## src/rtl/cam_pkg.sv

```systemverilog
// cam_pkg: shared CAM opcode, command record and sequencer state types
package cam_pkg;
  localparam int CAM_WIDTH = 32;
  localparam int CAM_ADDR_WIDTH = 5;
  typedef enum logic [1:0] {
    CAM_OP_READ   = 2'b00,
    CAM_OP_WRITE  = 2'b01,
    CAM_OP_SEARCH = 2'b10,
    CAM_OP_RSVD   = 2'b11
  } cam_op_e;
  typedef struct packed {
    cam_op_e                   op;
    logic [CAM_ADDR_WIDTH-1:0] index;
    logic [CAM_WIDTH-1:0]      data;
  } cam_cmd_t;
  typedef enum logic [1:0] {SEQ_IDLE, SEQ_ISSUE, SEQ_WAIT, SEQ_RESP} seq_state_e;
endpackage

```

## src/rtl/cam_cmd_sequencer_if.sv

```systemverilog
// cam_cmd_sequencer_if: command, response and CAM-port signals of the sequencer
// Statistics signals exist only when CAM_CMD_SEQ_STATS_EN is defined.
interface cam_cmd_sequencer_if #(parameter int WIDTH = 32, parameter int ADDR_WIDTH = 5);
  logic                  cmd_valid, cmd_ready, rsp_valid, rsp_ready, rsp_hit;
  logic [1:0]            cmd_op, rsp_op;
  logic [ADDR_WIDTH-1:0] cmd_index, rsp_index, cam_read_index, cam_write_index, cam_search_index;
  logic [WIDTH-1:0]      cmd_data, rsp_data, cam_write_data, cam_search_data, cam_read_value;
  logic                  cam_read_enable, cam_write_enable, cam_search_enable;
  logic                  cam_read_valid, cam_search_valid;
`ifdef CAM_CMD_SEQ_STATS_EN
  logic                  stat_clear;
  logic [15:0]           stat_search, stat_hit;
`endif
  modport master (
    output cmd_valid, cmd_op, cmd_index, cmd_data, rsp_ready,
    output cam_read_valid, cam_search_valid, cam_read_value, cam_search_index,
    input  cmd_ready, rsp_valid, rsp_op, rsp_hit, rsp_index, rsp_data,
    input  cam_read_enable, cam_write_enable, cam_search_enable,
    input  cam_read_index, cam_write_index, cam_write_data, cam_search_data
`ifdef CAM_CMD_SEQ_STATS_EN
    , output stat_clear, input stat_search, stat_hit
`endif
  );
  modport slave (
    input  cmd_valid, cmd_op, cmd_index, cmd_data, rsp_ready,
    input  cam_read_valid, cam_search_valid, cam_read_value, cam_search_index,
    output cmd_ready, rsp_valid, rsp_op, rsp_hit, rsp_index, rsp_data,
    output cam_read_enable, cam_write_enable, cam_search_enable,
    output cam_read_index, cam_write_index, cam_write_data, cam_search_data
`ifdef CAM_CMD_SEQ_STATS_EN
    , input stat_clear, output stat_search, stat_hit
`endif
  );
endinterface

```

## src/rtl/cam_cmd_fifo.sv

```systemverilog
// cam_cmd_fifo: synchronous command FIFO using pointers with an extra wrap bit
module cam_cmd_fifo
  import cam_pkg::*;
#(
  parameter int  DEPTH = 4,
  parameter type T     = cam_cmd_t
) (
  input  logic clk,
  input  logic rst,
  input  logic push,
  input  logic pop,
  input  T     wdata,
  output T     rdata,
  output logic full,
  output logic empty
);
  localparam int AW = $clog2(DEPTH);
  T mem [DEPTH];
  logic [AW:0] wptr, rptr;
  assign empty = wptr == rptr;
  assign full  = (wptr[AW] != rptr[AW]) && (wptr[AW-1:0] == rptr[AW-1:0]);
  assign rdata = mem[rptr[AW-1:0]];
  always_ff @(posedge clk or posedge rst)
    if (rst) begin
      wptr <= '0;
      rptr <= '0;
    end else begin
      if (push && !full) wptr <= wptr + 1'b1;
      if (pop && !empty) rptr <= rptr + 1'b1;
    end
  always_ff @(posedge clk)
    if (push && !full) mem[wptr[AW-1:0]] <= wdata;
endmodule

```

## src/rtl/cam_cmd_sequencer.sv

```systemverilog
// cam_cmd_sequencer: queues CAM commands, issues one strobe at a time, returns results in order
// Optional search/hit statistics counters are enabled by CAM_CMD_SEQ_STATS_EN.
module cam_cmd_sequencer
  import cam_pkg::*;
#(
  parameter int WIDTH       = CAM_WIDTH,
  parameter int ADDR_WIDTH  = CAM_ADDR_WIDTH,
  parameter int FIFO_DEPTH  = 4,
  parameter int CAM_LATENCY = 1
) (
  input logic                clk_i,
  input logic                rst_i,
  cam_cmd_sequencer_if.slave bus
);
  typedef struct packed {
    cam_op_e               op;
    logic [ADDR_WIDTH-1:0] index;
    logic [WIDTH-1:0]      data;
  } cmd_t;
  localparam int CW = CAM_LATENCY > 1 ? $clog2(CAM_LATENCY) : 1;
  seq_state_e state;
  cmd_t       wdata, head;
  logic       full, empty, wait_op;
  logic [CW-1:0] cnt;
  assign bus.cmd_ready = !full;
  assign wdata = '{op: cam_op_e'(bus.cmd_op), index: bus.cmd_index, data: bus.cmd_data};
  assign wait_op = head.op == CAM_OP_READ || head.op == CAM_OP_SEARCH;
  cam_cmd_fifo #(.DEPTH(FIFO_DEPTH), .T(cmd_t)) u_fifo (
    .clk(clk_i), .rst(rst_i), .push(bus.cmd_valid && !full), .pop(state == SEQ_ISSUE),
    .wdata(wdata), .rdata(head), .full(full), .empty(empty)
  );
  // CAM strobes and operands are loaded on entry to ISSUE so they are high exactly during ISSUE
  always_ff @(posedge clk_i or posedge rst_i)
    if (rst_i) begin
      state                 <= SEQ_IDLE;
      cnt                   <= '0;
      bus.cam_read_enable   <= 1'b0;
      bus.cam_write_enable  <= 1'b0;
      bus.cam_search_enable <= 1'b0;
      bus.cam_read_index    <= '0;
      bus.cam_write_index   <= '0;
      bus.cam_write_data    <= '0;
      bus.cam_search_data   <= '0;
      bus.rsp_valid         <= 1'b0;
      bus.rsp_op            <= '0;
      bus.rsp_hit           <= 1'b0;
      bus.rsp_index         <= '0;
      bus.rsp_data          <= '0;
    end else begin
      bus.cam_read_enable   <= 1'b0;
      bus.cam_write_enable  <= 1'b0;
      bus.cam_search_enable <= 1'b0;
      bus.cam_read_index    <= '0;
      bus.cam_write_index   <= '0;
      bus.cam_write_data    <= '0;
      bus.cam_search_data   <= '0;
      case (state)
        SEQ_IDLE: if (!empty) begin
          state                 <= SEQ_ISSUE;
          bus.cam_read_enable   <= head.op == CAM_OP_READ;
          bus.cam_write_enable  <= head.op == CAM_OP_WRITE;
          bus.cam_search_enable <= head.op == CAM_OP_SEARCH;
          bus.cam_read_index    <= head.index;
          bus.cam_write_index   <= head.index;
          bus.cam_write_data    <= head.data;
          bus.cam_search_data   <= head.data;
        end
        SEQ_ISSUE: begin
          state         <= wait_op ? SEQ_WAIT : SEQ_RESP;
          bus.rsp_valid <= !wait_op;
          bus.rsp_op    <= head.op;
          bus.rsp_hit   <= head.op == CAM_OP_WRITE;
          bus.rsp_index <= head.index;
          bus.rsp_data  <= head.data;
          cnt           <= '0;
        end
        SEQ_WAIT: if (cnt == CW'(CAM_LATENCY - 1)) begin
          state         <= SEQ_RESP;
          bus.rsp_valid <= 1'b1;
          bus.rsp_hit   <= bus.rsp_op == CAM_OP_READ ? bus.cam_read_valid : bus.cam_search_valid;
          bus.rsp_data  <= bus.rsp_op == CAM_OP_READ ? bus.cam_read_value : bus.rsp_data;
          bus.rsp_index <= bus.rsp_op == CAM_OP_READ ? bus.rsp_index : bus.cam_search_index;
        end else cnt <= cnt + 1'b1;
        SEQ_RESP: if (bus.rsp_ready) begin
          state         <= SEQ_IDLE;
          bus.rsp_valid <= 1'b0;
        end
        default: state <= SEQ_IDLE;
      endcase
    end
`ifdef CAM_CMD_SEQ_STATS_EN
  always_ff @(posedge clk_i or posedge rst_i)
    if (rst_i) begin
      bus.stat_search <= '0;
      bus.stat_hit    <= '0;
    end else if (bus.stat_clear) begin
      bus.stat_search <= '0;
      bus.stat_hit    <= '0;
    end else begin
      if (bus.cam_search_enable && !(&bus.stat_search)) bus.stat_search <= bus.stat_search + 1'b1;
      if (bus.rsp_valid && bus.rsp_ready && bus.rsp_op == CAM_OP_SEARCH && bus.rsp_hit && !(&bus.stat_hit))
        bus.stat_hit <= bus.stat_hit + 1'b1;
    end
`endif
endmodule

```

## src/flat_wrapper.sv

```systemverilog
// flat-port wrapper written by rule: the top's interface ports become plain ports
module cam_cmd_sequencer_flat import cam_pkg::*;
#(
  parameter int WIDTH       = CAM_WIDTH,
  parameter int ADDR_WIDTH  = CAM_ADDR_WIDTH,
  parameter int FIFO_DEPTH  = 4,
  parameter int CAM_LATENCY = 1
)
  (clk_i, rst_i, bus_cmd_valid, bus_cmd_op, bus_cmd_index, bus_cmd_data, bus_rsp_ready, bus_cam_read_valid, bus_cam_search_valid, bus_cam_read_value, bus_cam_search_index, bus_cmd_ready, bus_rsp_valid, bus_rsp_op, bus_rsp_hit, bus_rsp_index, bus_rsp_data, bus_cam_read_enable, bus_cam_write_enable, bus_cam_search_enable, bus_cam_read_index, bus_cam_write_index, bus_cam_write_data, bus_cam_search_data);
  cam_cmd_sequencer_if #(.WIDTH(WIDTH), .ADDR_WIDTH(ADDR_WIDTH)) bus_i ();
  input logic clk_i;
  input logic rst_i;
  input wire logic [$bits(bus_i.cmd_valid)-1:0] bus_cmd_valid;
  input wire logic [$bits(bus_i.cmd_op)-1:0] bus_cmd_op;
  input wire logic [$bits(bus_i.cmd_index)-1:0] bus_cmd_index;
  input wire logic [$bits(bus_i.cmd_data)-1:0] bus_cmd_data;
  input wire logic [$bits(bus_i.rsp_ready)-1:0] bus_rsp_ready;
  input wire logic [$bits(bus_i.cam_read_valid)-1:0] bus_cam_read_valid;
  input wire logic [$bits(bus_i.cam_search_valid)-1:0] bus_cam_search_valid;
  input wire logic [$bits(bus_i.cam_read_value)-1:0] bus_cam_read_value;
  input wire logic [$bits(bus_i.cam_search_index)-1:0] bus_cam_search_index;
  output wire logic [$bits(bus_i.cmd_ready)-1:0] bus_cmd_ready;
  output wire logic [$bits(bus_i.rsp_valid)-1:0] bus_rsp_valid;
  output wire logic [$bits(bus_i.rsp_op)-1:0] bus_rsp_op;
  output wire logic [$bits(bus_i.rsp_hit)-1:0] bus_rsp_hit;
  output wire logic [$bits(bus_i.rsp_index)-1:0] bus_rsp_index;
  output wire logic [$bits(bus_i.rsp_data)-1:0] bus_rsp_data;
  output wire logic [$bits(bus_i.cam_read_enable)-1:0] bus_cam_read_enable;
  output wire logic [$bits(bus_i.cam_write_enable)-1:0] bus_cam_write_enable;
  output wire logic [$bits(bus_i.cam_search_enable)-1:0] bus_cam_search_enable;
  output wire logic [$bits(bus_i.cam_read_index)-1:0] bus_cam_read_index;
  output wire logic [$bits(bus_i.cam_write_index)-1:0] bus_cam_write_index;
  output wire logic [$bits(bus_i.cam_write_data)-1:0] bus_cam_write_data;
  output wire logic [$bits(bus_i.cam_search_data)-1:0] bus_cam_search_data;
  assign bus_i.cmd_valid = bus_cmd_valid;
  assign bus_i.cmd_op = bus_cmd_op;
  assign bus_i.cmd_index = bus_cmd_index;
  assign bus_i.cmd_data = bus_cmd_data;
  assign bus_i.rsp_ready = bus_rsp_ready;
  assign bus_i.cam_read_valid = bus_cam_read_valid;
  assign bus_i.cam_search_valid = bus_cam_search_valid;
  assign bus_i.cam_read_value = bus_cam_read_value;
  assign bus_i.cam_search_index = bus_cam_search_index;
  assign bus_cmd_ready = bus_i.cmd_ready;
  assign bus_rsp_valid = bus_i.rsp_valid;
  assign bus_rsp_op = bus_i.rsp_op;
  assign bus_rsp_hit = bus_i.rsp_hit;
  assign bus_rsp_index = bus_i.rsp_index;
  assign bus_rsp_data = bus_i.rsp_data;
  assign bus_cam_read_enable = bus_i.cam_read_enable;
  assign bus_cam_write_enable = bus_i.cam_write_enable;
  assign bus_cam_search_enable = bus_i.cam_search_enable;
  assign bus_cam_read_index = bus_i.cam_read_index;
  assign bus_cam_write_index = bus_i.cam_write_index;
  assign bus_cam_write_data = bus_i.cam_write_data;
  assign bus_cam_search_data = bus_i.cam_search_data;
  cam_cmd_sequencer #(.WIDTH(WIDTH), .ADDR_WIDTH(ADDR_WIDTH), .FIFO_DEPTH(FIFO_DEPTH), .CAM_LATENCY(CAM_LATENCY)) u_core (.clk_i(clk_i), .rst_i(rst_i), .bus(bus_i));
endmodule
```

## config.mk

```make
export PLATFORM = sky130hd
export DESIGN_NAME = cam_cmd_sequencer_flat
export DESIGN_NICKNAME = d
export VERILOG_FILES = /design/src/rtl/cam_pkg.sv /design/src/rtl/cam_cmd_sequencer_if.sv /design/src/rtl/cam_cmd_fifo.sv /design/src/rtl/cam_cmd_sequencer.sv /design/src/flat_wrapper.sv
export SDC_FILE = /design/constraint.sdc
export NUM_CORES = 1
export LEC_CHECK = 0
export CAP_MARGIN = 20
export CORE_MARGIN = 2
export CORE_UTILIZATION = 30
export DETAILED_ROUTE_END_ITERATION = 6
export PLACE_DENSITY = 0.57
export SKIP_LAST_GASP = 1
export SLEW_MARGIN = 20
export SYNTH_ARGS = -nofsm -noshare
export SYNTH_HDL_FRONTEND = slang
export SYNTH_HIERARCHICAL = 1
export SYNTH_SLANG_ARGS = --single-unit
```

## constraint.sdc

```tcl
create_clock -name clk_i -period 7.15 [get_ports clk_i]
set_input_delay 0.715 -clock clk_i [delete_from_list [all_inputs] [get_ports clk_i]]
set_output_delay 0.715 -clock clk_i [all_outputs]
set_load 0.02 [all_outputs]
```

==> impl_metrics.csv, run 1 <==
group,metric,value,unit
run_status,status,"complete, no violations",
placement,port_buffers,200,
worst_setup_path,endpoint_kind,"output port",
logic_synthesis,ys_seq_area_frac,0.692,
job,drv_cap,0,
power_and_ir_drop,power.density,482,mW/mm^2
grt,overflow,0,
drt,viasPerCell,4.29,
placement,post-place-cells,1123,
die,start_util,0.306,
worst_setup_path,worst_ep_arrival_time,2.72,ns
drt,ant_nets,0,
power_and_ir_drop,vdd_ir_drop_max,0.248,mV
placement,gp_congestion,0.738,
logic_synthesis,synth_area,0.00998,sq mm
grt,grt_pass1_vias,5486,
drt,drt_iter0_drc,218,
clock_tree,clkLatencyLatePin,0.54,ns
finish,layout.nets,801,
drt,num_vias,5037,
sta,slew_viol_final,0,
logic_synthesis,synth_cell_types,41,
sta,setup_viol,0,
finish,diodes,0,
clock_tree,cts_hold_buf,0,
power_and_ir_drop,switching_share,0.339,
die,core,0.0326,sq mm
sta,rsz0062_at_grt,"false",
die,die_x,186,microns
drt,first_pass_iters,4,
placement,hpwl,14000,microns
sta,post-route-min-period,3.44,ns
power_and_ir_drop,seq_power_share,0.362,
sta,relSlewSlack,0.316,
power_and_ir_drop,p_int,4140,uW
drt,drt-wirelength-per-cell,18.3,microns
clock_tree,h-tree-depth,1,
clock_tree,path_clk_slew,0.06,ns
clock_tree,numCtsBuffers,27,
logic_synthesis,yosysWarnings,6,
sta,tns,0,ns
drt,drc,0,
logic_synthesis,yosys_register_bits,245,
clock_tree,cts.sinks,245,
finish,finalNonFillerCells,1173,
sta,worst_pin_slew,1.03,ns
logic_synthesis,synth_fp_nets,626,
worst_setup_path,required,6.43,ns
clock_tree,post-cts-setup-buffers,0,
min_path,hold_path.class,"input pin to asynchronous set/reset pin",
sta,finalCritPeriodShare,0.481,
die,die_y,186,microns
grt,antenna_found_initial,1,
grt,grt_pass1_wl,33200,microns
power_and_ir_drop,p_leak,0.00469,uW
die,placementRows,66,
die,ios,201,
logic_synthesis,syn_inst,535,
power_and_ir_drop,fin_total_pwr,6260,uW
worst_setup_path,cp-start-kind,"flop",
clock_tree,clock_path_buffers,3,
clock_tree,cts_resized,0,
finish,syn_to_final_growth,30.1,%
power_and_ir_drop,pwr-share-comb,0.427,
clock_tree,cts_tree,"yes",
clock_tree,root_buffer,"clkbuf_16",
worst_setup_path,critPathMaxFanout,43,
sta,fin_skew,0.00879,ns
power_and_ir_drop,switchingPower,2120,uW
sta,max_freq,291,MHz
sta,finalHoldViolations,0,
power_and_ir_drop,pwr-share-clk,0.212,
grt,grt_use_total,0.124,
die,die_area,0.0348,sq mm
grt,grt_max_degree,46,
drt,wl,21500,microns
logic_synthesis,avgSynthCellArea,18.7,sq um
worst_setup_path,worstSetupPathType,"flop to output port",
finish,drive_gt1_frac,0.241,
[sequential cells by signal, indices dropped and copies added, names as in the netlist]
signal,cells
u_core/bus.rsp_data,32
u_core/bus.cam_write_index,5
u_core/u_fifo/mem,156
u_core/u_fifo/wptr,3
u_core/bus.rsp_index,5
u_core/bus.cam_write_enable,1
u_core/u_fifo/rptr,3
u_core/state,2
u_core/bus.rsp_hit,1
u_core/bus.rsp_op,2
u_core/bus.cam_read_enable,1
u_core/bus.rsp_valid,1
u_core/bus.cam_search_data,32
u_core/bus.cam_search_enable,1
[cell usage after synthesis (all sizes together)]
library cell	instances	area, sq um
and4bb	1	12.5
o31ai	5	37.5
mux2	75	875
a21o	2	16.3
and3	4	25.0
mux2i	4	52.6
inv	12	45.0
and2	38	238
nor2	4	17.5
buf	51	404
nand3	2	15.0
nand2b	2	12.5
xor2	4	50.1
nor2b	2	12.5
nand2	3	11.3
a31oi	2	18.8
a21oi	7	35.0
a211oi	2	25.0
ha	9	113
nor3b	3	22.5
o22ai	1	6.26
clkbuf	8	70.1
edfxtp	156	4680
xnor2	5	51.3
and2b	1	7.51
dfrtp	89	2230
nor3	1	5.00
o21ai	3	15.0
mux4	39	878
[worst max-delay path, cell delays in order (launching register included)]
cell,delay [ns]
dfrtp_4,1.00
xnor2_2,0.29
nand3_2,0.16
inv_1,0.06
inv_1,0.07
clkdlybuf4s50_1,0.60
[power by group through the flow]
stage	registers (uW)	clock network [uW]	logic [uW]
finish	2260	1330	2670
global route	2330	1430	2860
CTS	2280	1370	2710
detailed placement	2310	0	2710
global placement	2300	0	2690
floorplan	2460	0	1630
[layout make-up]
class / count / area (sq um)
well taps: 442 / 553
inverters: 12 / 47.5
fillers: 2984 / 19600
flip-flops and latches: 245 / 6920
repair buffers: 205 / 2040
clock inverters: 17 / 148
clock buffers: 33 / 708
multi-input cells: 219 / 2580
[placed cells by master, fill, tap and decap left out, drive strengths merged]
cell type	count
a21oi	7
mux2	75
nor3b	3
clkdlybuf4s50	200
and3	4
nand2b	2
bufinv	2
and2	38
nor2	4
edfxtp	156
nand3	2
ha	9
inv	13
xor2	4
buf	5
clkbuf	33
o22ai	1
a31oi	2
a21o	2
mux2i	4
dfrtp	89
and4bb	1
a211oi	2
o21ai	3
clkinvlp	2
nor2b	2
nor3	1
clkinv	12
nand2	3
o31ai	5
xnor2	5
mux4	39
and2b	1
[cell families (layout without fill, tap and decap cells)]
group,count (synthesis),count (layout),share of synthesized area
and+or+nand+nor,61,61,0.0380
DFF,245,245,0.692
muxes,118,118,0.181
adders and majority gates,9,9,0.0113
AOI/OAI and AO/OA,22,22,0.0154
xor gates and xnor gates,9,9,0.0102
buffers and inverters,71,267,0.0520
[stage by stage]
| stage | util | instance area (sq um) | worst slack, ns | hold WS [ns] |
|---|---|---|---|---|
| 4_1_cts | 0.398 | 13000 | 3.57 | 0.486 |
| 3_5_place_dp | 0.372 | 12100 | 3.77 | 0.495 |
| 6_report | 0.398 | 13000 | 3.71 | 0.494 |
| 5_1_grt | 0.398 | 13000 | 3.46 | 0.522 |
| 3_3_place_gp | 0.372 | 12100 | 3.87 | 0.488 |
| 2_1_floorplan | - | 9980 | 4.25 | 0.506 |
[final timing paths]
check | startpoint | end | slack (ns) | cells after the start
max in group asynchronous | rst_i | u_core/bus.cam_search_data[8]$_DFF_PP0_ | 5.56 | 3
hold reg to reg | u_core/bus.rsp_data[15]$_DFFE_PP0P_ | u_core/bus.rsp_data[15]$_DFFE_PP0P_ | 0.50 | 1
setup reg to reg | u_core/u_fifo/rptr[0]$_DFFE_PP0P_ | u_core/u_fifo/mem[2][21]$_DFFE_PP_ | 3.89 | 5
min in group clk_i | u_core/bus.rsp_data[15]$_DFFE_PP0P_ | u_core/bus.rsp_data[15]$_DFFE_PP0P_ | 0.50 | 1
hold / removal | rst_i | u_core/u_fifo/wptr[0]$_DFFE_PP0P_ | 0.49 | 2
setup / recovery | u_core/u_fifo/rptr[0]$_DFFE_PP0P_ | bus_cmd_ready | 3.71 | 5
[layer usage]
metal  vias up  part of all wire  global-route usage
met5         -           0.00060                   0
met4         2             0.016              0.0286
met3        30             0.059              0.0293
met2       161              0.46               0.195
met1      2513              0.47               0.174
li1       2331                 -                   -
No activity file was read; power rests on OpenSTA's default activity.
==> run 2, diff against run 1 <==
- PLACE_DENSITY: 0.57 -> 0.59
- clock period: 7.15 -> 3.14 ns (I/O delays scaled with it)
==> impl_metrics.csv, run 2 (same netlist as run 1, synthesis figures left out) <==
group,metric,value,unit
worst_setup_path,required,2.83,ns
clock_tree,clock_path_buffers,3,
clock_tree,cts_resized,0,
run_status,status,"complete, no violations",
sta,setup_viol,0,
drt,drc,0,
placement,gp_congestion,0.718,
grt,grt.busiest_layer,"met2",
placement,port_buffers,200,
sta,post-route-min-period,2.78,ns
grt,met1_usage,0.172,
clock_tree,clkLatencyLatePin,0.54,ns
die,die_area,0.0348,sq mm
grt,grt_pass1_wl,34400,microns
worst_setup_path,r2r_slack,0.50,ns
worst_setup_path,worstSetupPathType,"flop to output port",
finish,drive_gt1_frac,0.260,
finish,largest_reg_flops,156,
power_and_ir_drop,p_leak,0.00481,uW
finish,nFillCells,2929,
die,ios,201,
worst_setup_path,cp-start-kind,"flop",
worst_setup_path,r2r.worst_path.cells,7,
grt,grt_pass1_vias,5567,
grt,met3_usage,0.0299,
sta,rsz0062_at_grt,"false",
clock_tree,path_clk_slew,0.06,ns
worst_setup_path,worst_ep_arrival_time,2.47,ns
die,die_y,186,microns
sta,finalCritPeriodShare,0.886,
sta,finalHoldViolations,0,
sta,slew_viol_final,0,
placement,hpwl,14800,microns
grt,gr-usage-met2,0.215,
finish,final_cell_mix,"clkdlybuf4s50_1 (200), edfxtp_1 (156), dfrtp_1 (87)",
grt,overflow,0,
drt,num_vias,5178,
drt,drt_iter0_drc,220,
die,core,0.0326,sq mm
worst_setup_path,rr_endpoint,"u_core/u_fifo/mem[3][8]$_DFFE_PP_",
clock_tree,h-tree-depth,1,
clock_tree,cts_hold_buf,0,
clock_tree,root_buffer,"clkbuf_16",
drt,viasPerCell,4.38,
clock_tree,post-cts-setup-buffers,0,
finish,syn_to_final_growth,31.9,%
sta,tns,0,ns
clock_tree,cts_tree,"yes",
drt,wl,22200,microns
finish,final_common_cell,"clkdlybuf4s50_1",
worst_setup_path,critPathMaxFanout,12,
grt,grt_use_total,0.128,
finish,multi_input_area,0.00257,sq mm
sta,relSlewSlack,0.444,
sta,worst_pin_slew,0.834,ns
drt,drt-wirelength-per-cell,18.8,microns
worst_setup_path,worstReg2RegStart,"u_core/u_fifo/rptr[0]$_DFFE_PP0P_",
die,start_util,0.306,
grt,grt_max_degree,49,
worst_setup_path,endpoint_kind,"output port",
clock_tree,numCtsBuffers,27,
clock_tree,cts.sinks,245,
drt,ant_nets,0,
finish,layout.nets,811,
die,placementRows,66,
sta,max_freq,360,MHz
sta,fin_skew,0.0251,ns
job,drv_cap,0,
power_and_ir_drop,power.density,1110,mW/mm^2
power_and_ir_drop,vdd_ir_drop_max,0.540,mV
finish,diodes,0,
drt,first_pass_iters,4,
grt,antenna_found_initial,1,
sta,fin_hold_ws,0.171,ns
die,die_x,186,microns
finish,regArea,0.00692,sq mm
min_path,hold_path.class,"input pin to asynchronous set/reset pin",
## run 2: per-stage QoR
stage / power (uW) / setup WS (ns) / util / instance area [sq um] / instances
6_report: 14700 / 0.359 / 0.404 / 13200 / 1183
5_1_grt: 15500 / 0.196 / 0.404 / 13200 / 1183
4_1_cts: 14900 / 0.323 / 0.404 / 13200 / 1183
3_5_place_dp: 11500 / 0.482 / 0.375 / 12200 / 1133
3_3_place_gp: 11500 / 0.528 / 0.375 / 12200 / 1133
2_1_floorplan: 9330 / 0.236 / - / 9980 / 535
## run 2: worst max-delay path by stage
stage	end	startpoint	slack (ns)
2_1_floorplan	u_core/u_fifo/mem[3][0]$_DFFE_PP_	u_core/u_fifo/rptr[1]$_DFFE_PP0P_	0.24
3_3_place_gp	u_core/u_fifo/mem[3][8]$_DFFE_PP_	u_core/u_fifo/rptr[0]$_DFFE_PP0P_	0.53
3_5_place_dp	u_core/u_fifo/mem[3][8]$_DFFE_PP_	u_core/u_fifo/rptr[0]$_DFFE_PP0P_	0.48
4_1_cts	bus_cmd_ready	u_core/u_fifo/rptr[1]$_DFFE_PP0P_	0.32
5_1_grt	bus_cmd_ready	u_core/u_fifo/rptr[1]$_DFFE_PP0P_	0.20
6_report	bus_cmd_ready	u_core/u_fifo/rptr[1]$_DFFE_PP0P_	0.36
## run 2: routing by layer
metal  share of wire  vias to the layer above
li1                -                     2345
met1            0.45                     2651
met2            0.49                      150
met3           0.051                       30
met4           0.016                        2
met5         0.00058                        -
## run 2: critical path, cell delays in order (launching register included)
cell,delay [ns]
dfrtp_2,0.54
xnor2_1,0.50
nand3_2,0.18
inv_1,0.10
inv_1,0.05
clkdlybuf4s50_1,0.56
## run 2: where the power goes
group	switching, uW	leakage [uW]	internal, uW	total (uW)
sequential	519	0.00254	4550	5070
combinational	3120	0.00179	3160	6270
clock	1260	0.000471	2060	3310
## run 2: cell type report
cell class	count	area share
clock buffers	32	0.0550
clock inverters	18	0.0169
inverters	12	0.00361
multi-input cells	219	0.195
flip-flops and latches	245	0.525
well taps	442	0.0420
repair buffers	215	0.162
==> edit 1, RTL diff (config.mk and constraints of run 1) <==
`CAM_LATENCY` is set to 1 in 2 places; all go to 2.
--- a/src/rtl/cam_cmd_sequencer.sv
+++ b/src/rtl/cam_cmd_sequencer.sv
@@ -6,7 +6,7 @@
   parameter int WIDTH       = CAM_WIDTH,
   parameter int ADDR_WIDTH  = CAM_ADDR_WIDTH,
   parameter int FIFO_DEPTH  = 4,
-  parameter int CAM_LATENCY = 1
+  parameter int CAM_LATENCY = 2
 ) (
   input logic                clk_i,
   input logic                rst_i,
--- a/src/flat_wrapper.sv
+++ b/src/flat_wrapper.sv
@@ -4,7 +4,7 @@
   parameter int WIDTH       = CAM_WIDTH,
   parameter int ADDR_WIDTH  = CAM_ADDR_WIDTH,
   parameter int FIFO_DEPTH  = 4,
-  parameter int CAM_LATENCY = 1
+  parameter int CAM_LATENCY = 2
 )
   (clk_i, rst_i, bus_cmd_valid, bus_cmd_op, bus_cmd_index, bus_cmd_data, bus_rsp_ready, bus_cam_read_valid, bus_cam_search_valid, bus_cam_read_value, bus_cam_search_index, bus_cmd_ready, bus_rsp_valid, bus_rsp_op, bus_rsp_hit, bus_rsp_index, bus_rsp_data, bus_cam_read_enable, bus_cam_write_enable, bus_cam_search_enable, bus_cam_read_index, bus_cam_write_index, bus_cam_write_data, bus_cam_search_data);
   cam_cmd_sequencer_if #(.WIDTH(WIDTH), .ADDR_WIDTH(ADDR_WIDTH)) bus_i ();
Behaviour: not the same (Yosys sat finds a counterexample within 10 cycles, from zero or initial values and one cycle with rst_i high).
==> edit 1 against run 1 <==
  * Wire length rose by 7.1%
  * Critical path depth did not move
  * Synthesized area rose by 1.7%
  * Final cell count rose by 1.4%
  * Global-route usage rose by 0.53 points
  * Non-clock buffer count rose by 1
  * First-iteration DRC count rose by 39%
  * Via count rose by 3.3%
  * Cell area rose by 2.6%
  * Sequential cell count rose by 1
  * Setup slack got worse by 0.048 ns
  * Sequential power rose by 3%
  * Total power rose by 6.7%
==> edit 1: results (changes against run 1) <==
Place
  – Placed Cells: 1138 (+1.3%)
  – Pre-CTS setup slack: 3.83 ns (+0.0654 ns)
  – I/O Buffers: 200 (unchanged)
  – Dpl hpwl: 15000 um (+7.6%)
  – Placer congestion estimate: 0.806 (+9.1%)

STA
  – Skew final: 0.0102 ns (+0.00136 ns)
  – Worst Tran Pin Value: 1.06 ns (+0.0358 ns)

CTS
  – Root Driver: clkbuf_16
  – Post-CTS Resized: 0 (unchanged)
  – Clk_lat worst skew: 0.52 ns (-0.02 ns)
  – Maximum clock insertion buffer count: 3 (unchanged)
  – Clk pin slew, worst setup/hold paths: 0.06 ns (about the same)
  – Post CTS Setup Buffer Count: 0 (unchanged)
  – CTS Buf Count: 26 (-3.7%)
  – H-tree lvl count: 1 (unchanged)

Route
  – DR WL/cell: 19.4 um (+5.7%)
  – Iter 0 DRT Violations: 303 (+39%)
  – Vias per std cell: 4.38 (+1.9%)
  – Via count: 5203 (+3.3%)
  – Residual DRC: 0 (unchanged)
  – DRT Pass-1 Iters: 4 (unchanged)

Critical path
  – Worst-path fanout max: 45 (+4.7%)
  – Slowest cell on crit path: dfrtp_4
  – Max incr delay on CP: 0.74 ns (-0.26 ns)
  – Delay-heaviest family, CP: flip-flops

Cells and area
  – Max FFs per register: 156 (unchanged)
  – Share of post-route cells with drive strength above 1: 24.5% (+0.42 points)
  – Nets@finish: 812 (+1.4%)

Global routing
  – Vias in the first global route: 5405 (-1.5%)
  – Largest net degree at the start of global routing: 62 (+35%)
  – Initial antenna violation count: 1 (unchanged)
  – First-pass GRT wire length: 34400 um (+3.4%)
  – Total GRT Usage: 12.9% (+0.53 points)

Logic synthesis
  – EDFF count, synth: 156 (unchanged)
  – Seq/Total Area, Yosys: 68.4% (-0.88 points)
  – Synth top cells by count: edfxtp_1 (156), dfrtp_1 (90), mux2_2 (46), and2_1 (40), mux4_2 (39)
  – Cell type with the largest total area after synthesis: edfxtp_1
  – Ys async rst share: 36.6% (+0.26 points)
  – Synth Instances: 544 (+1.7%)
  – YS warnings: 6 (unchanged)
  – Syn nets: 637 (+1.8%)
  – Unique masters post-synth: 42 (+2.4%)
  – Synth area leaders: edfxtp_1 (46%), dfrtp_1 (22%), mux4_2 (8.7%)

Status
  – Outcome: completed

Hold path
  – Hold crit path type: flip-flop to flip-flop

Power
  – Leakage: 0.00491 uW (+4.6%)
  – VDD IR-drop max: 0.220 mV (-11%)
-- edit 1: power by group --
part           total [uW]  switching [uW]  internal [uW]  leakage, uW
sequential           2330             315           2010      0.00255
clock                1490             547            941     0.000466
combinational        2870            1370           1500      0.00189
total                6680            2230           4450      0.00491
-- edit 1: worst paths after layout --
check | from | to | slack, ns | cells past startpoint
hold reg to reg | u_core/bus.rsp_hit | u_core/bus.rsp_hit | 0.51 | 1
min in group asynchronous | rst_i | u_core/u_fifo/wptr[1] | 0.54 | 2
setup reg to reg | u_core/u_fifo/rptr[0] | u_core/u_fifo/mem[0][38] | 3.87 | 5
hold / removal | u_core/bus.rsp_hit | u_core/bus.rsp_hit | 0.51 | 1
max in group asynchronous | rst_i | u_core/bus.rsp_data[19] | 5.43 | 3
setup / recovery | u_core/u_fifo/rptr[1] | bus_cmd_ready | 3.66 | 5
-- edit 1: kinds of logic after synthesis --
group / synth area share [%]
AO/OA/AOI/OAI: 1.85
AND/OR/NAND/NOR: 3.82
XOR/XNOR: 0.999
adder cells (fa/ha/maj): 1.36
buffers and inverters: 4.96
multiplexers: 18.7
flip-flops: 68.4
-- edit 1: final cells by class --
class,instances,area [um2]
multi-input cells,227,2740
clock buffers,35,737
inverters,12,47.5
flip-flops and latches,246,6940
clock inverters,13,224
fillers,3022,20100
diodes,2,5.00
well taps,448,561
repair buffers,206,2070
-- edit 1: stage by stage --
step,hold slack (ns),area [um2]
2_1_floorplan,0.506,10100
3_3_place_gp,0.492,12300
3_5_place_dp,0.494,12300
4_1_cts,0.512,13300
5_1_grt,0.519,13300
6_report,0.508,13300
-- edit 1: per-layer routing --
metal | global-route usage (%) | routed length (um) | vias to the layer above
met4 | 3.12 | 392 | 0
met2 | 21.3 | 11200 | 167
li1 | - | - | 2355
met3 | 2.75 | 1320 | 33
met1 | 17.4 | 10100 | 2648
met5 | 0 | 0 | -
==> edit 2, RTL diff (settings of run 1) <==
Made on the original files. Re-encode `seq_state_e` (4 states) as one-hot, 4 bits wide.
--- a/src/rtl/cam_pkg.sv
+++ b/src/rtl/cam_pkg.sv
@@ -13,6 +13,6 @@
     logic [CAM_ADDR_WIDTH-1:0] index;
     logic [CAM_WIDTH-1:0]      data;
   } cam_cmd_t;
-  typedef enum logic [1:0] {SEQ_IDLE, SEQ_ISSUE, SEQ_WAIT, SEQ_RESP} seq_state_e;
+  typedef enum logic [3:0] {SEQ_IDLE = 4'b0001, SEQ_ISSUE = 4'b0010, SEQ_WAIT = 4'b0100, SEQ_RESP = 4'b1000} seq_state_e;
 endpackage
 
Check against the original RTL: no difference found for any inputs over 4 cycles, from zero or initial values and one cycle with rst_i high; so few cycles prove little.
==> edit 2 against run 1 <==
  * Highest routed layer unchanged
  * Synthesized area down 1.2%
  * Cell area down 0.22%
  * Setup slack worse by 0.050 ns
  * Critical path depth unchanged
  * Total power down 10%
  * Register-to-register slack about the same
  * Sequential cell count up 2
  * Fmax down 1.4%
  * Global-route usage up 0.32 points
  * Wire length up 0.57%
  * Synthesized cell count up 8.0%
  * Non-clock buffer count up 1
==> edit 2: results (changes against run 1) <==
Status
  – Outcome: completed

Critical path
  – WP data arrival: 2.77 ns (+0.05 ns)
  – Worst-path fanout max: 43 (unchanged)
  – Reg-to-reg endpoint: u_core/u_fifo/mem[0][1]
  – R2r startpoint: u_core/u_fifo/rptr[0]
  – Flop2flop setup slack: 3.90 ns (about the same)
  – Worst reg2reg path depth: 5 (unchanged)
  – Slowest cell on crit path: dfrtp_4
  – Crit path capture: bus_cmd_ready
  – Max incr delay on CP: 1.02 ns (+0.02 ns)

CTS
  – Clk pin slew, worst setup/hold paths: 0.06 ns (about the same)
  – # clock sinks: 247 (+0.82%)
  – Root Driver: clkbuf_16

Cells and area
  – Cell Count, Final, Fillers Out: 1213 (+3.4%)
  – Share of post-route cells with drive strength above 1: 13.9% (-10 points)
  – Max FFs per register: 156 (unchanged)
  – Nets@finish: 836 (+4.4%)

STA
  – Max-slew headroom: 31.5% (-0.052 points)
  – Min Hold Slack: 0.481 ns (-0.0129 ns)
  – Skew final: 0.0143 ns (+0.00551 ns)

Hold path
  – Hold endpoint: u_core/bus.rsp_data[22]
  – Hold crit path type: flip-flop to flip-flop

Global routing
  – Largest net degree at the start of global routing: 65 (+41%)
  – Initial antenna violation count: 3 (+2)
  – Vias in the first global route: 5646 (+2.9%)
  – Global route total overflow: 0 (unchanged)
  – Total GRT Usage: 12.7% (+0.32 points)
  – First-pass GRT wire length: 33200 um (about the same)

Route
  – WL final: 21600 um (+0.57%)
  – Iter 0 DRT Violations: 277 (+27%)
  – Via count: 5313 (+5.5%)

Place
  – Placer congestion estimate: 0.759 (+2.9%)
  – Dpl hpwl: 14000 um (+0.13%)

Logic synthesis
  – Synth area leaders: edfxtp_1 (47%), dfrtp_1 (23%), mux4_2 (8.9%)
  – Synth top cells by count: edfxtp_1 (156), dfrtp_1 (90), mux2i_1 (39), mux4_2 (39)
  – Syn nets: 665 (+6.2%)
  – Ys async rst share: 36.8% (+0.52 points)
  – Seq/Total Area, Yosys: 70.6% (+1.4 points)
  – Unique masters post-synth: 44 (+7.3%)
  – Synth Instances: 578 (+8.0%)

Power
  – VDD IR-drop max: 0.189 mV (-24%)
  – Leakage: 0.00461 uW (-1.8%)
==> edit 2: changes by cell type after synthesis, sizes merged, moves of 5 or more <==
cell / run 1 / this run
mux2: 75 / 2
mux2i: 4 / 39
o21ai: 3 / 35
nand2: 3 / 33
a31oi: 2 / 8
buf: 51 / 56
==> edit 2: final cells by class <==
class | count | area, um2
sequential | 247 | 6970
clock inverter | 15 | 138
antenna | 1 | 2.50
fill | 3002 | 19500
clock buffer | 35 | 756
multi-input combinational | 257 | 2440
tap | 442 | 553
inverter | 10 | 40.0
timing repair buffer | 206 | 2070
==> edit 2: worst reg2reg max path, cell delays in order (launching register included) <==
cell     delay (ns)
dfrtp_4        1.02
xnor2_2        0.30
nand3_2        0.17
inv_1          0.06
nor2b_1        0.34
and3_2         0.96
==> edit 2: power breakdown <==
part | internal, uW | total (uW) | switching [uW]
logic | 951 | 2030 | 1080
registers | 1960 | 2220 | 257
clock network | 817 | 1370 | 550
==> edit 2: through the flow <==
step                total power (uW)  setup slack [ns]  area (um2)
floorplan                       3550              4.24        9860
global placement                4290              3.81       12000
detailed placement              4320              3.80       12000
CTS                             5710              3.57       12900
global route                    5970              3.42       13000
finish                          5620              3.66       13000
==> edit 2: logic make-up after synthesis <==
kind of cell | count (synthesis) | share of synthesized area [%]
mux | 80 | 13.1
fa+ha+maj | 5 | 0.634
flops | 247 | 70.6
simple gates | 98 | 5.70
xor+xnor | 9 | 1.03
compound gates | 65 | 3.96
buf+inv | 74 | 5.00
==> edit 2: layer usage <==
layer	track usage (%)	part of all wire, %	up-vias
met4	3.17	1.6	4
met1	16.5	44	2657
met5	0	0.097	-
li1	-	-	2467
met2	21.0	48	153
met3	3.42	6.3	32
